### config.mk
export PLATFORM = sky130hd
export DESIGN_NAME = bmu_count_engine
export DESIGN_NICKNAME = d
export VERILOG_FILES = /design/src/rtl/bmu_count_engine.sv
export SDC_FILE = /design/constraint.sdc
export NUM_CORES = 1
export LEC_CHECK = 0
export ABC_CLOCK_PERIOD_IN_PS = 6200
export BUFFER_PORTS_ARGS = -buffer_cell sky130_fd_sc_hd__buf_2
export CAP_MARGIN = 5
export CORE_MARGIN = 8
export CORE_UTILIZATION = 54
export DETAILED_ROUTE_END_ITERATION = 10
export GPL_TIMING_DRIVEN = 0
export PLACE_DENSITY = 0.8
export SLEW_MARGIN = 30
export SYNTH_ARGS = -nofsm -noshare
export SYNTH_HDL_FRONTEND = slang
export SYNTH_SLANG_ARGS = --single-unit
export TNS_END_PERCENT = 100
### constraint.sdc
create_clock -name clk -period 6.2 [get_ports clk]
set_input_delay 0.62 -clock clk [delete_from_list [all_inputs] [get_ports clk]]
set_output_delay 0.62 -clock clk [all_outputs]
set_load 0.01 [all_outputs]
### src/rtl/bmu_count_engine.sv
// Iterative clz/ctz/cpop engine: examines CHUNK operand bits per cycle and
// accumulates the count, with valid/ready request and result handshakes.
module bmu_count_engine #(
  parameter int XLEN  = 32,
  parameter int CHUNK = 8
) (
  input  logic            clk,
  input  logic            rst,
  input  logic            in_valid,
  output logic            in_ready,
  input  logic [1:0]      in_op,
  input  logic [XLEN-1:0] in_a,
  input  logic            flush,
  output logic            out_valid,
  input  logic            out_ready,
  output logic [XLEN-1:0] out_result,
  output logic            out_error,
  output logic [1:0]      dbg_state
);

  localparam int NCH = XLEN / CHUNK;
  localparam int AW  = $clog2(XLEN) + 1;
  localparam int CW  = $clog2(CHUNK) + 1;
  localparam int IW  = (NCH > 1) ? $clog2(NCH) : 1;

  localparam logic [1:0] S_IDLE = 2'd0;
  localparam logic [1:0] S_RUN  = 2'd1;
  localparam logic [1:0] S_DONE = 2'd2;

  localparam logic [1:0] OP_CLZ  = 2'b00;
  localparam logic [1:0] OP_CTZ  = 2'b01;
  localparam logic [1:0] OP_CPOP = 2'b10;
  localparam logic [1:0] OP_RSVD = 2'b11;

  localparam logic [IW-1:0] LAST_IDX = IW'(NCH - 1);

  logic [1:0]      r_state;
  logic [1:0]      r_op;
  logic [XLEN-1:0] r_a;
  logic [AW-1:0]   r_acc;
  logic [IW-1:0]   r_idx;
  logic            r_err;

  logic [IW-1:0]    w_sel;
  logic [CHUNK-1:0] w_slice;
  logic [CW-1:0]    w_lz;
  logic [CW-1:0]    w_tz;
  logic [CW-1:0]    w_pop;
  logic [CW-1:0]    w_add;
  logic             w_nz;
  logic             w_last;

  // Handshakes: a transfer happens on a rising edge where valid && ready;
  // valid never waits on ready, and held outputs stay stable until accepted.
  assign in_ready   = (r_state == S_IDLE);
  assign out_valid  = (r_state == S_DONE);
  assign out_result = XLEN'(r_acc);
  assign out_error  = r_err;
  assign dbg_state  = r_state;

  always_comb begin
    w_sel   = (r_op == OP_CLZ) ? (LAST_IDX - r_idx) : r_idx;
    w_slice = CHUNK'(r_a >> (int'(w_sel) * CHUNK));
    w_nz    = |w_slice;
    w_last  = (r_idx == LAST_IDX);
    // Later loop iterations override earlier ones, so the MSB-most one sets
    // the leading count and the LSB-most one sets the trailing count.
    w_lz  = CW'(CHUNK);
    w_tz  = CW'(CHUNK);
    w_pop = '0;
    for (int i = 0; i < CHUNK; i++) begin
      if (w_slice[i]) w_lz = CW'(CHUNK - 1 - i);
      w_pop = w_pop + CW'(w_slice[i]);
    end
    for (int i = CHUNK - 1; i >= 0; i--) begin
      if (w_slice[i]) w_tz = CW'(i);
    end
    case (r_op)
      OP_CLZ:  w_add = w_lz;
      OP_CTZ:  w_add = w_tz;
      default: w_add = w_pop;
    endcase
  end

  always_ff @(posedge clk) begin
    if (rst) begin
      r_state <= S_IDLE;
      r_op    <= OP_CLZ;
      r_a     <= '0;
      r_acc   <= '0;
      r_idx   <= '0;
      r_err   <= 1'b0;
    end else if (flush) begin
      r_state <= S_IDLE;
    end else begin
      case (r_state)
        S_IDLE: begin
          if (in_valid) begin
            r_op  <= in_op;
            r_a   <= in_a;
            r_acc <= '0;
            r_idx <= '0;
            if (in_op == OP_RSVD) begin
              r_err   <= 1'b1;
              r_state <= S_DONE;
            end else begin
              r_err   <= 1'b0;
              r_state <= S_RUN;
            end
          end
        end
        S_RUN: begin
          r_acc <= r_acc + AW'(w_add);
          r_idx <= r_idx + IW'(1);
          // clz/ctz stop at the first slice holding a one; cpop always sweeps.
          if (((r_op != OP_CPOP) && w_nz) || w_last) r_state <= S_DONE;
        end
        S_DONE: begin
          if (out_ready) r_state <= S_IDLE;
        end
        default: r_state <= S_IDLE;
      endcase
    end
  end

endmodule

### Word-level counts from Yosys, hierarchy flattened

Cells that the tools add are included.

| word-level totals | value |
|---|---|
| memories kept | 0 |
| word-level logic and storage cells | 65 |
| flip-flop bits (word level) | 45 |
| latch bits | 0 |
| memory bits (read-only) | 0 |
| output and inout port bits | 37 |
| bits in writable memories | 0 |
| input bits | 39 |

| cells by class | value |
|---|---|
| multipliers | 0 |
| magnitude comparators | 0 |
| add/sub/neg operators | 10 |
| multiplexer cells | 28 |
| shift-type cells | 1 |
| divide/modulo/power cells | 0 |
| reduce and logical (&&, ||, !) cells | 10 |
| bitwise operators | 1 |
| equal/unequal tests | 9 |

Operators with widths:

| operator | number |
|---|---|
| two-way mux 4 bit | 16 |
| right shift 32 x 5 -> 8 bit | 1 |
| adder 4 x 1 -> 4 bit | 4 |
| two-way mux 2 bit | 6 |
| case mux 6 bit (2 select lines) | 1 |
| AND reduction 3 bit | 3 |
| case mux 4 bit (2 select lines) | 1 |
| OR reduction 8 bit | 1 |
| adder 6 x 4 -> 6 bit | 1 |
| == test 2 bit, second input constant | 3 |
| two-way mux 6 bit | 1 |
| inequality test 2 bit, second input constant | 3 |
| case mux 2 bit (3 select lines) | 1 |
| adder 3 x 1 -> 4 bit | 1 |
| == test 2 x 1 -> 1 bit, second input constant | 2 |
| zero test 2 bit | 2 |
| case mux 2 bit (2 select lines) | 1 |
| adder 2 x 1 -> 3 bit | 1 |
| adder 1 x 1 -> 2 bit | 1 |
| adder 2 x 1 -> 2 bit, second input constant | 1 |
| inequality test 2 x 1 -> 1 bit, second input constant | 1 |
| nonzero test 2 bit | 1 |
| OR reduction 2 bit | 1 |
| subtractor 2 bit, first input constant | 1 |
| other kinds (4) | 4 |

### Logic depth before layout (Yosys ltp)

| depth | value |
|---|---|
| depth after elaboration | 14 |
| gate-level depth with buffers | 21 |
| mapped depth without buffers | 20 |

### Worst setup path after synthesis

OpenSTA, ideal clock, no wires.

| timing | value |
|---|---|
| kind | register to register |
| start | register r_op[1] |
| end | register r_acc[5] |
| library setup time | 130 ps |
| data arrival time | 5034 ps |
| data required time | 6070 ps |
| clock period less this slack | 5163 ps |
| buffers on the path | 1 |
| slack | 1037 ps |
| stages on the path, launching flop included | 22 |
| cell sequence | dfxtp_1 -> buf_6 -> nor2_2 -> mux4_2 -> mux2i_1 -> inv_1 -> fa_1 -> inv_1 -> fa_1 -> inv_1 -> fa_1 -> ha_1 -> fa_1 -> nand2_1 -> o2111ai_1 -> ha_1 -> a21o_1 -> a21oi_1 -> nor2b_1 -> o211ai_1 -> xor2_1 -> nor3_1 |

| on the way | value |
|---|---|
| cells in the longest elaborated chain, start to end | 14 |
| elaborated cells on any way between the ends | 30 |
| classes of those cells | add/sub (8); eq/ne (1); shift (1); mux (19); reduce/logical (1) |

RTL lines:

| item | RTL line | RTL |
|---|---|---|
| from (decl) | 38 | `logic [1:0] r_op;` |
| from (signal assigned) | 99 | `r_op <= in_op;` |
| parallel branches: the longest is 11 deep, another holds adder 3 x 1 -> 4 bit | -- |  |
| case mux 4 bit (2 select lines) (*) | 78 | `case (r_op)` |
| adder 6 x 4 -> 6 bit (*) | 113 | `r_acc <= r_acc + AW'(w_add);` |
| case mux 6 bit (2 select lines) (*) | 96 | `case (r_state)` |
| to (signal assigned) | 113 |  |
| to (decl) | 40 | `logic [AW-1:0] r_acc;` |

Mark *: on every way between the ends.
A chain may end at the register's enable or synchronous reset.

### Worst setup path in the final report

Same ends and word-level chain as after synthesis.

==> flow_summary.json <==
{
  "synthArstFlopShare": 0,
  "dr.pass1.iters": 4,
  "design_area_um2": 3760,
  "dpl.cell_count": 532,
  "avgSynthCellArea_um2": 8.31,
  "placed_area_um2": 3620,
  "yosys.area.top_type": "dfxtp_1",
  "antenna_found_initial": 0,
  "initial_core_util": 0.549,
  "drtAntennaViolNets": 0,
  "drv_slew": 0,
  "multiInputGateArea_um2": 2010,
  "grt.met1_usage": 0.219,
  "syn_inst": 384,
  "yosysUniqueCellTypes": 62,
  "p_per_area_nw_per_um2": 216,
  "fin_skew_ps": 2.70,
  "post-place-ws_ps": 428,
  "ys_seq_area_frac": 0.282,
  "synth_area_um2": 3190,
  "synth.top_cell.area_share": 0.282,
  "hold-worst-slack_ps": 464,
  "outcome": "finished clean",
  "clock.fmax_ghz": 0.173,
  "met3_usage": 0.0429,
  "worstHoldStart": "r_a[1]",
  "route.detailed.wl_per_inst_um": 14.7,
  "cp.depth": 21,
  "numPortBuffers": 48,
  "die_w_um": 92.9,
  "grt_util_met2": 0.325,
  "setup_ws_ps": 434,
  "tritoncts": "done",
  "leakagePower_uw": 0.00165,
  "nets": 519,
  "r2r_cells": 21,
  "ir_drop_mv": 0.139,
  "route.detailed.drc": 0,
  "vias": 2921,
  "cp-endpoint": "r_acc[5]",
  "syn2layout_area_growth_pct": 17.9,
  "cp.arrival_ps": 5940,
  "grt_pass1_vias": 2963,
  "p_sw_uw": 247,
  "internal_power_uw": 566,
  "drive_gt1_frac": 0.260,
  "grtUsageTotal": 0.191,
  "path_buf_inv": 4,
  "worstPathCellList": "buf_6, nor2_2, mux4_2, mux2i_1, inv_1, fa_1, inv_1, fa_1, inv_1, fa_1, ha_1, fa_1, nand2_1, o2111ai_1, ha_1, a21o_1, a21oi_1, nor2b_1, o211ai_1, xor2_1, nor3_1",
  "clk_pin_slew_ps": 90,
  "gp_congestion": 0.919,
  "num-fill-cells": 523,
  "diodes": 0,
  "setup_tns_ps": 0,
  "htree_levels": 2,
  "hold_path.class": "reg -> reg",
  "seq_area_um2": 901,
  "crit_type": "reg -> reg",
  "crit_path_start_kind": "flip-flop",
  "ctsResizeCount": 0,
  "grt_overflow": 0,
  "r2r_end": "r_acc[5]",
  "swShare": 0.304,
  "cp_top_family": "adder cells",
  "rsz0062_at_grt": "false",
  "cts_hold_buffers": 0,
  "finalHoldViolCount": 0,
  "drt-initial-drc-count": 210,
  "die_height_um": 92.9,
  "yosys_warnings": 0,
  "max_slew.worst_pin.slew_ps": 655,
  "cpMaxStageDelayCell": "mux4_2",
  "setup_violations": 0,
  "synth-main-ff-cell": "dfxtp_1",
  "ios": 76,
  "clock_latency_ps": 300,
  "worst_setup_path_end_kind": "flip-flop",
  "timing.rr.start": "r_op[1]",
  "grt_max_degree": 15,
  "crit_fanout": 10,
  "grt-busiest-layer": "met2",
  "comb_power_share": 0.287,
  "timing.final.crit_share": 0.930,
  "dieArea_um2": 8630,
  "drv_cap": 0,
  "cts_setup_buffers": 0,
  "cp-startpoint": "r_op[1]",
  "slew_headroom": 0.561,
  "drt-vias-per-instance": 5.41,
  "cts_root_buf": "clkbuf_8",
  "ys_ff_latch": 45,
  "cts_buffers": 5,
  "clockBufferDepth": 2,
  "synth_edf_count": 0,
  "finalNonFillerCells": 540,
  "clkPwrFrac": 0.327,
  "fin_crit_ps": 5770,
  "pwr-share-seq": 0.386,
  "crit_top_cell": "fa_1",
  "core_area_um2": 5820,
  "cp.required_ps": 6380,
  "synthTopCellsByArea": "dfxtp_1, nand2_1, a21oi_1",
  "cts_sinks": 45,
  "dpl.hpwl_um": 6280,
  "slowest_delay_ps": 580,
  "r2r_slack_ps": 430,
  "grt_pass1_wl_um": 13600,
  "num_rows": 28,
  "wirelength_um": 7950
}
## layout make-up
cell class                      instances  share of cell area
Buffer                                 49              0.0888
Clock inverter                          3              0.0173
Tap cell                               75              0.0249
Sequential cell                        45               0.239
Inverter                               13              0.0130
Multi-Input combinational cell        302               0.534
Timing Repair Buffer                   48              0.0639
Clock buffer                            5              0.0183
## registers in the layout, summed over array words and instances, names as in the netlist
signal	flops
out_error	1
dbg_state	2
r_op	2
r_idx	2
r_a	32
r_acc	6
## worst min path at each step
stage | endpoint | slack (ps) | cells after the start
finish | r_a[1] | 460 | 2
global placement | r_a[0] | 440 | 2
CTS | r_a[1] | 460 | 2
detailed placement | r_a[1] | 450 | 2
floorplan | r_a[0] | 440 | 2
global route | r_a[17] | 490 | 2
## tightest hold or removal path, cell delays in order (launching register included)
cell,delay [ps]
dfxtp_1,320
nand2_1,50
a21oi_1,50
## power by group through the flow
stage / Combinational [uW] / Clock (uW) / Sequential, uW
4_1_cts: 233 / 268 / 313
6_report: 233 / 266 / 313
3_3_place_gp: 223 / 0 / 319
2_1_floorplan: 176 / 0 / 317
5_1_grt: 265 / 280 / 316
3_5_place_dp: 229 / 0 / 320
## layer usage
metal | part of all wire | up-vias
li1 | - | 1440
met1 | 0.40 | 1347
met2 | 0.49 | 119
met3 | 0.078 | 15
met4 | 0.025 | 0
met5 | 0 | -
## placed cells by master, fill, tap and decap left out, types with 7 or more instances in the layout
cell,Yosys,routed
nor2_1,19,19
nor2b_1,8,8
mux2i_1,13,13
clkbuf_1,12,12
buf_4,28,28
inv_1,13,13
a21oi_1,46,46
ha_1,11,11
buf_2,3,51
conb_1,1,26
dfxtp_1,45,45
nand2_1,78,78
nor3_1,7,7
## cell families after synthesis
logic type	after synthesis	synth area share
muxes	25	0.104
other	1	0.00117
AOI/OAI and AO/OA	88	0.196
and+or+nand+nor	142	0.209
buffers and inverters	62	0.120
xor gates and xnor gates	5	0.0137
DFF	45	0.282
adders and majority gates	16	0.0745
## Yosys cell counts, drive strengths merged, types with 8 or more instances
cell    number
dfxtp       45
a21oi       47
clkbuf      12
nor2b        8
buf         37
inv         13
nor2        20
nor3         9
mux2i       13
ha          11
nand2       78
## stage by stage
stage	utilization	power [uW]
global route	0.647	861
floorplan	-	493
detailed placement	0.622	549
finish	0.647	812
CTS	0.645	814
global placement	0.622	542
Note: power is estimated with default switching activity, not from simulation.
